### config.mk
export PLATFORM = sky130hd
export DESIGN_NAME = branch_resolve_queue
export DESIGN_NICKNAME = d
export VERILOG_FILES = /design/src/rtl/bp_pkg.sv /design/src/rtl/brq_age_cmp.sv /design/src/rtl/branch_resolve_queue.sv
export SDC_FILE = /design/constraint.sdc
export NUM_CORES = 1
export LEC_CHECK = 0
export ABC_AREA = 1
export CORE_MARGIN = 5
export CORE_UTILIZATION = 25
export CTS_CLUSTER_SIZE = 25
export DETAILED_ROUTE_END_ITERATION = 7
export PLACE_DENSITY = 0.42
export REMOVE_ABC_BUFFERS = 1
export SLEW_MARGIN = 25
export SYNTH_ARGS = -nofsm -noshare
export SYNTH_HDL_FRONTEND = slang
export SYNTH_SLANG_ARGS = --single-unit
### constraint.sdc
create_clock -name clock -period 3.5 [get_ports clock]
set_input_delay 0.7 -clock clock [delete_from_list [all_inputs] [get_ports clock]]
set_output_delay 0.7 -clock clock [all_outputs]
set_load 0.005 [all_outputs]
### src/rtl/bp_pkg.sv
// ============================================================================
// Package : bp_pkg
// Shared types for the branch predictor and its resolve queue.
// Rev 1.0 : initial release
// ============================================================================
`default_nettype none

package bp_pkg;

  localparam int BP_PC_W = 10;

  typedef enum logic [1:0] {
    BRQ_FREE     = 2'd0,
    BRQ_PENDING  = 2'd1,
    BRQ_RESOLVED = 2'd2
  } brq_state_t;

  typedef struct packed {
    brq_state_t         state;
    logic [BP_PC_W-1:0] pc;
    logic               local_pred;
    logic               global_pred;
    logic               choice;
  } brq_entry_t;

endpackage

`default_nettype wire

### src/rtl/brq_age_cmp.sv
// ============================================================================
// Module : brq_age_cmp
// Flags a tag that is occupied and strictly younger than a reference tag.
// Rev 1.0 : initial release
// ============================================================================
`default_nettype none

module brq_age_cmp #(
  parameter int TAG_W = 3
) (
  input  logic [TAG_W:0]   head,
  input  logic [TAG_W:0]   tail,
  input  logic [TAG_W-1:0] ref_tag,
  input  logic [TAG_W-1:0] tag,
  output logic             younger
);

  logic [TAG_W-1:0] w_tag_off;
  logic [TAG_W-1:0] w_ref_off;
  logic [TAG_W:0]   w_count;

  // Ages are distances from head; modulo arithmetic absorbs the wrap.
  assign w_tag_off = tag - head[TAG_W-1:0];
  assign w_ref_off = ref_tag - head[TAG_W-1:0];
  assign w_count   = tail - head;
  assign younger   = ({1'b0, w_tag_off} < w_count) && (w_tag_off > w_ref_off);

endmodule

`default_nettype wire

### src/rtl/branch_resolve_queue.sv
// ============================================================================
// Module : branch_resolve_queue
// In-order branch resolution queue: mispredict flush and predictor training.
// Rev 1.0 : initial release
// ============================================================================
`default_nettype none

module branch_resolve_queue
  import bp_pkg::*;
#(
  parameter int PC_W  = BP_PC_W,
  parameter int DEPTH = 8,
  parameter int TAG_W = $clog2(DEPTH)
) (
  input  logic             clock,
  input  logic             reset,
  input  logic             alloc_valid,
  output logic             alloc_ready,
  input  logic [PC_W-1:0]  alloc_pc,
  input  logic             alloc_local_pred,
  input  logic             alloc_global_pred,
  input  logic             alloc_choice,
  output logic [TAG_W-1:0] alloc_tag,
  input  logic             res_valid,
  input  logic [TAG_W-1:0] res_tag,
  input  logic             res_taken,
  output logic             mispredict,
  output logic [TAG_W-1:0] mispredict_tag,
  output logic             upd_valid,
  output logic [PC_W-1:0]  upd_pc,
  output logic             upd_taken,
  output logic             upd_local_ok,
  output logic             upd_global_ok,
  output logic [TAG_W:0]   count
);

  brq_entry_t       r_entries [DEPTH];
  logic [DEPTH-1:0] r_taken;
  logic [TAG_W:0]   r_head;
  logic [TAG_W:0]   r_tail;

  logic             r_mispredict;
  logic [TAG_W-1:0] r_mispredict_tag;
  logic             r_upd_valid;
  logic [PC_W-1:0]  r_upd_pc;
  logic             r_upd_taken;
  logic             r_upd_local_ok;
  logic             r_upd_global_ok;

  logic [TAG_W-1:0] w_head_idx;
  logic [TAG_W-1:0] w_tail_idx;
  logic [TAG_W:0]   w_count;
  logic             w_full;
  logic             w_alloc;
  logic             w_res_hit;
  logic             w_final_pred;
  logic             w_mispredict;
  logic             w_retire;
  logic [TAG_W:0]   w_res_abs;
  logic [TAG_W:0]   w_new_tail;
  logic [DEPTH-1:0] w_younger;

  assign w_head_idx   = r_head[TAG_W-1:0];
  assign w_tail_idx   = r_tail[TAG_W-1:0];
  assign w_count      = r_tail - r_head;
  assign w_full       = (w_head_idx == w_tail_idx) && (r_head[TAG_W] != r_tail[TAG_W]);
  assign w_alloc      = alloc_valid && !w_full;
  assign w_res_hit    = res_valid && (r_entries[res_tag].state == BRQ_PENDING);
  assign w_final_pred = r_entries[res_tag].choice ? r_entries[res_tag].global_pred
                                                  : r_entries[res_tag].local_pred;
  assign w_mispredict = w_res_hit && (w_final_pred != res_taken);
  assign w_retire     = (r_entries[w_head_idx].state == BRQ_RESOLVED);

  // A tag below the head index lives on the next lap, so its wrap bit is flipped.
  assign w_res_abs  = (res_tag >= w_head_idx) ? {r_head[TAG_W], res_tag}
                                              : {~r_head[TAG_W], res_tag};
  assign w_new_tail = w_res_abs + 1'b1;

  generate
    for (genvar i = 0; i < DEPTH; i++) begin : g_age
      brq_age_cmp #(
        .TAG_W(TAG_W)
      ) u_age_cmp (
        .head   (r_head),
        .tail   (r_tail),
        .ref_tag(res_tag),
        .tag    (TAG_W'(i)),
        .younger(w_younger[i])
      );
    end
  endgenerate

  always_ff @(posedge clock) begin
    if (reset) begin
      for (int i = 0; i < DEPTH; i++) begin
        r_entries[i].state       <= BRQ_FREE;
        r_entries[i].pc          <= '0;
        r_entries[i].local_pred  <= 1'b0;
        r_entries[i].global_pred <= 1'b0;
        r_entries[i].choice      <= 1'b0;
      end
      r_taken <= '0;
      r_head  <= '0;
      r_tail  <= '0;
    end else begin
      if (w_retire) begin
        r_entries[w_head_idx].state <= BRQ_FREE;
        r_head                      <= r_head + 1'b1;
      end
      if (w_res_hit) begin
        r_entries[res_tag].state <= BRQ_RESOLVED;
        r_taken[res_tag]         <= res_taken;
      end
      // A same-edge alloc is on the wrong path once a mispredict fires.
      if (w_mispredict) begin
        for (int i = 0; i < DEPTH; i++) begin
          if (w_younger[i]) begin
            r_entries[i].state <= BRQ_FREE;
          end
        end
        r_tail <= w_new_tail;
      end else if (w_alloc) begin
        r_entries[w_tail_idx].state       <= BRQ_PENDING;
        r_entries[w_tail_idx].pc          <= alloc_pc;
        r_entries[w_tail_idx].local_pred  <= alloc_local_pred;
        r_entries[w_tail_idx].global_pred <= alloc_global_pred;
        r_entries[w_tail_idx].choice      <= alloc_choice;
        r_tail                            <= r_tail + 1'b1;
      end
    end
  end

  always_ff @(posedge clock) begin
    if (reset) begin
      r_mispredict     <= 1'b0;
      r_mispredict_tag <= '0;
      r_upd_valid      <= 1'b0;
      r_upd_pc         <= '0;
      r_upd_taken      <= 1'b0;
      r_upd_local_ok   <= 1'b0;
      r_upd_global_ok  <= 1'b0;
    end else begin
      r_mispredict <= w_mispredict;
      r_upd_valid  <= w_retire;
      if (w_mispredict) begin
        r_mispredict_tag <= res_tag;
      end
      if (w_retire) begin
        r_upd_pc        <= r_entries[w_head_idx].pc;
        r_upd_taken     <= r_taken[w_head_idx];
        r_upd_local_ok  <= (r_entries[w_head_idx].local_pred == r_taken[w_head_idx]);
        r_upd_global_ok <= (r_entries[w_head_idx].global_pred == r_taken[w_head_idx]);
      end
    end
  end

  assign alloc_ready    = !w_full;
  assign alloc_tag      = w_tail_idx;
  assign count          = w_count;
  assign mispredict     = r_mispredict;
  assign mispredict_tag = r_mispredict_tag;
  assign upd_valid      = r_upd_valid;
  assign upd_pc         = r_upd_pc;
  assign upd_taken      = r_upd_taken;
  assign upd_local_ok   = r_upd_local_ok;
  assign upd_global_ok  = r_upd_global_ok;

endmodule

`default_nettype wire

==> results.cfg, run 1 <==
[yosys]
synth-xor-area-share = 0.007334
ys_warn_count = 0
yosysTopAreaCell = edfxtp_1
synthAdderAreaFrac = 0.05867
synth-edff-count = 104
synth-seq-cells = 157
synth_top_family_by_area = simple AND/OR/NAND/NOR gates
synthTopCellsByArea = edfxtp_1 37%, dfxtp_1 13%, nor2_1 7.9%
synth_cells = 973
synth_area_sq_um = 8359
synth_compound_area_frac = 0.1325
synth.distinct_cells = 52
synth-main-ff-cell = edfxtp_1
synthSimpleGateAreaFrac = 0.2175
synth_top_area_share = 0.3736
syn_area_per_cell_sq_um = 8.591
yosysSeqAreaShare = 0.5005
async_flop_share = 0
muxShareOfSynthArea = 0

[die]
io-pin-count = 47
die-area_sq_um = 37200
die_x_um = 192.9
placementRows = 67
die_y_um = 192.9
core_area_sq_um = 33280
initial_utilization = 0.2512

[power]
comb_power_share = 0.304
p_sw_frac = 0.3442
p_per_area_nw_per_um2 = 553.3
p_seq_frac = 0.383
intPower_mw = 3.694
ir_worst_vdd_mv = 0.3245
p_clk_frac = 0.313
leakage_nw = 4.301
switchingPower_mw = 1.939

[layout]
n_fill_cell = 3572
area_growth_pct = 21.79
layout_commonest_cell = nor2_1
n_antenna_cell = 0
final_layout_size_suffix_gt1_frac = 0.1052
final_nets = 1101
fin_area_sq_um = 10180
most-common-layout-cells = 176 x nor2_1, 158 x nand2_1, 104 x edfxtp_1

[route]
wl_per_cell_um = 18.10
vias = 6877
first_iter_violations = 520
viasPerCell = 4.576
route.detailed.drc = 0
ant_nets = 0
wirelength_um = 27210
drtPass1Iterations = 5

[clocking]
numCtsBuffers = 17
clk_path_buf_depth = 2
clkLatencyLatePin_ns = 0.43
hold_buffers = 0
clock-sinks = 157
clk_pin_slew_worst_paths_ns = 0.07
cts_max_level = 4
clock_tree.root_cell = clkbuf_16
cts_resized = 0
postCtsSetupBuffers = 0
cts_tree = yes

[timing]
whs_ns = 0.4476
tightestPinTransition_ns = 0.7813
max_slew_margin = 0.4786
tns_ns = 0
period_minus_slack_ns = 3.152
setup_viol = 0
fin_crit_sh = 0.9006
hold_viol_final = 0
drv_slew = 0
fmax_ghz = 0.3172
fin_skew_ns = 0.01730
rsz0062_at_grt = no

[worst_hold_path]
hold_path.class = flip-flop to flip-flop

[global_route]
grt_use_total = 0.1492
grt_pass1_wl_um = 41830
grt_start_max_net_pins = 48
grt_pass1_vias = 6834
grt_overflow_total = 0
grt_antenna_before_repair = 0

[worst_setup_path]
r2r-start = r_head[0]
r2r_slack_ns = 0.71
worstSetupPathType = flip-flop to output port
crit_path_end = count[2]
path_max_fanout = 10
worstSetupStartpoint = r_head[0]
endpoint_kind = output port
r2r_cells = 12
worstPathArrival_ns = 2.45
worstPathRequired_ns = 2.80
start_kind = flip-flop
reg2reg_to = r_entries[4][14]

[place]
place.port_buffers = 46
dp_hpwl_um = 18470
place_area_sq_um = 9642
gp_congestion = 0.8087

[run_status]
status = completed

[job]
cap_violations = 0
-- flip-flops by register name, indices dropped and copies added (netlist names), named ones only --
name	flops
r_head	4
r_taken	8
r_tail	4
mispredict_tag	3
upd_global_ok	1
r_entries	120
mispredict	1
upd_local_ok	1
upd_taken	1
upd_pc	10
upd_valid	1
-- per-stage QoR --
step	util	setup slack, ns	cells	total power, mW
6_report	0.3059	0.3479	1503	5.633
3_5_place_dp	0.2897	0.008556	1471	3.915
5_1_grt	0.3059	0.1984	1503	5.978
2_1_floorplan	-	0.5615	923	3.184
3_3_place_gp	0.2897	0.01545	1471	3.914
4_1_cts	0.3059	0.3016	1503	5.685
-- cells in the mapped netlist, types with 4 or more instances --
library cell	instances
a31oi_1	15
nor2_1	176
inv_1	101
a21oi_1	42
o311ai_0	4
dfxtp_1	53
nand2_1	158
o22ai_1	20
nand3_1	48
clkbuf_1	29
nor2_4	4
nand4_1	12
o21bai_1	6
ha_1	36
buf_2	7
edfxtp_1	104
buf_6	9
buf_4	5
a21o_1	4
xor2_1	4
o21ai_0	88
-- power by group through the flow --
stage / Sequential, mW / Clock [mW] / Combinational [mW]
after global routing: 2.17 / 1.87 / 1.93
after floorplan: 2.22 / 0 / 0.960
after global placement: 2.20 / 0 / 1.71
after CTS: 2.16 / 1.80 / 1.72
final: 2.16 / 1.76 / 1.72
after detailed placement: 2.20 / 0 / 1.71
-- worst max-delay path, cell delays in order (launching register included) --
cell and delay, ns:
dfxtp_1 0.51, ha_1 0.23, inv_1 0.05, fa_1 0.37
xnor2_1 0.14, buf_4 0.18, inv_1 0.06, clkdlybuf4s50_1 0.49
-- metal layers --
layer,GRT usage,wire length (um),up-vias
li1,-,-,3402
met1,0.2225,13760,3291
met2,0.2295,11990,172
met3,0.02207,1274,12
met4,0.03044,186,0
met5,0,0,-
-- layout make-up --
| class | instances | area [sq um] | share of cell area |
|---|---|---|---|
| multi-input combinational | 658 | 3477 | 0.3415 |
| sequential | 157 | 4185 | 0.4111 |
| clock buffer | 18 | 429.2 | 0.04215 |
| inverter | 108 | 415.4 | 0.04080 |
| tap | 448 | 560.5 | 0.05506 |
| clock inverter | 14 | 110.1 | 0.01081 |
| timing repair buffer | 100 | 1003 | 0.09856 |
-- logic make-up after synthesis --
kind of cell | after synthesis
simple gates | 418
compound gates | 195
buf+inv | 158
flops | 157
fa+ha+maj | 38
xor+xnor | 7
-- worst min-delay path by stage --
stage                     slack, ns       start  cells after the start    endpoint
final                          0.45  r_taken[0]                      2  r_taken[0]
after global routing           0.47  r_taken[3]                      2  r_taken[3]
after CTS                      0.45  r_taken[3]                      2  r_taken[3]
after detailed placement       0.44  r_taken[3]                      2  r_taken[3]
after global placement         0.44  r_taken[3]                      2  r_taken[3]
after floorplan                0.42  r_taken[0]                      2  r_taken[0]
No activity file was read; power rests on OpenSTA's default activity.
==> run 2: changes to the inputs <==
--- a/config.mk
+++ b/config.mk
@@ -8,6 +8,7 @@
 export ABC_AREA = 1
 export CORE_MARGIN = 5
 export CORE_UTILIZATION = 25
+export CTS_CLUSTER_DIAMETER = 100
 export CTS_CLUSTER_SIZE = 25
 export DETAILED_ROUTE_END_ITERATION = 7
 export PLACE_DENSITY = 0.42
==> results of run 2 <==
Final layout, timing and power as in run 1 (identical DEF).
==> run 3: changes to the inputs <==
--- a/config.mk
+++ b/config.mk
@@ -13,7 +13,6 @@
 export DETAILED_ROUTE_END_ITERATION = 7
 export PLACE_DENSITY = 0.42
 export REMOVE_ABC_BUFFERS = 1
-export SLEW_MARGIN = 25
 export SYNTH_ARGS = -nofsm -noshare
 export SYNTH_HDL_FRONTEND = slang
 export SYNTH_SLANG_ARGS = --single-unit
==> results of run 3 <==
Final layout, timing and power as in run 1 (identical DEF).
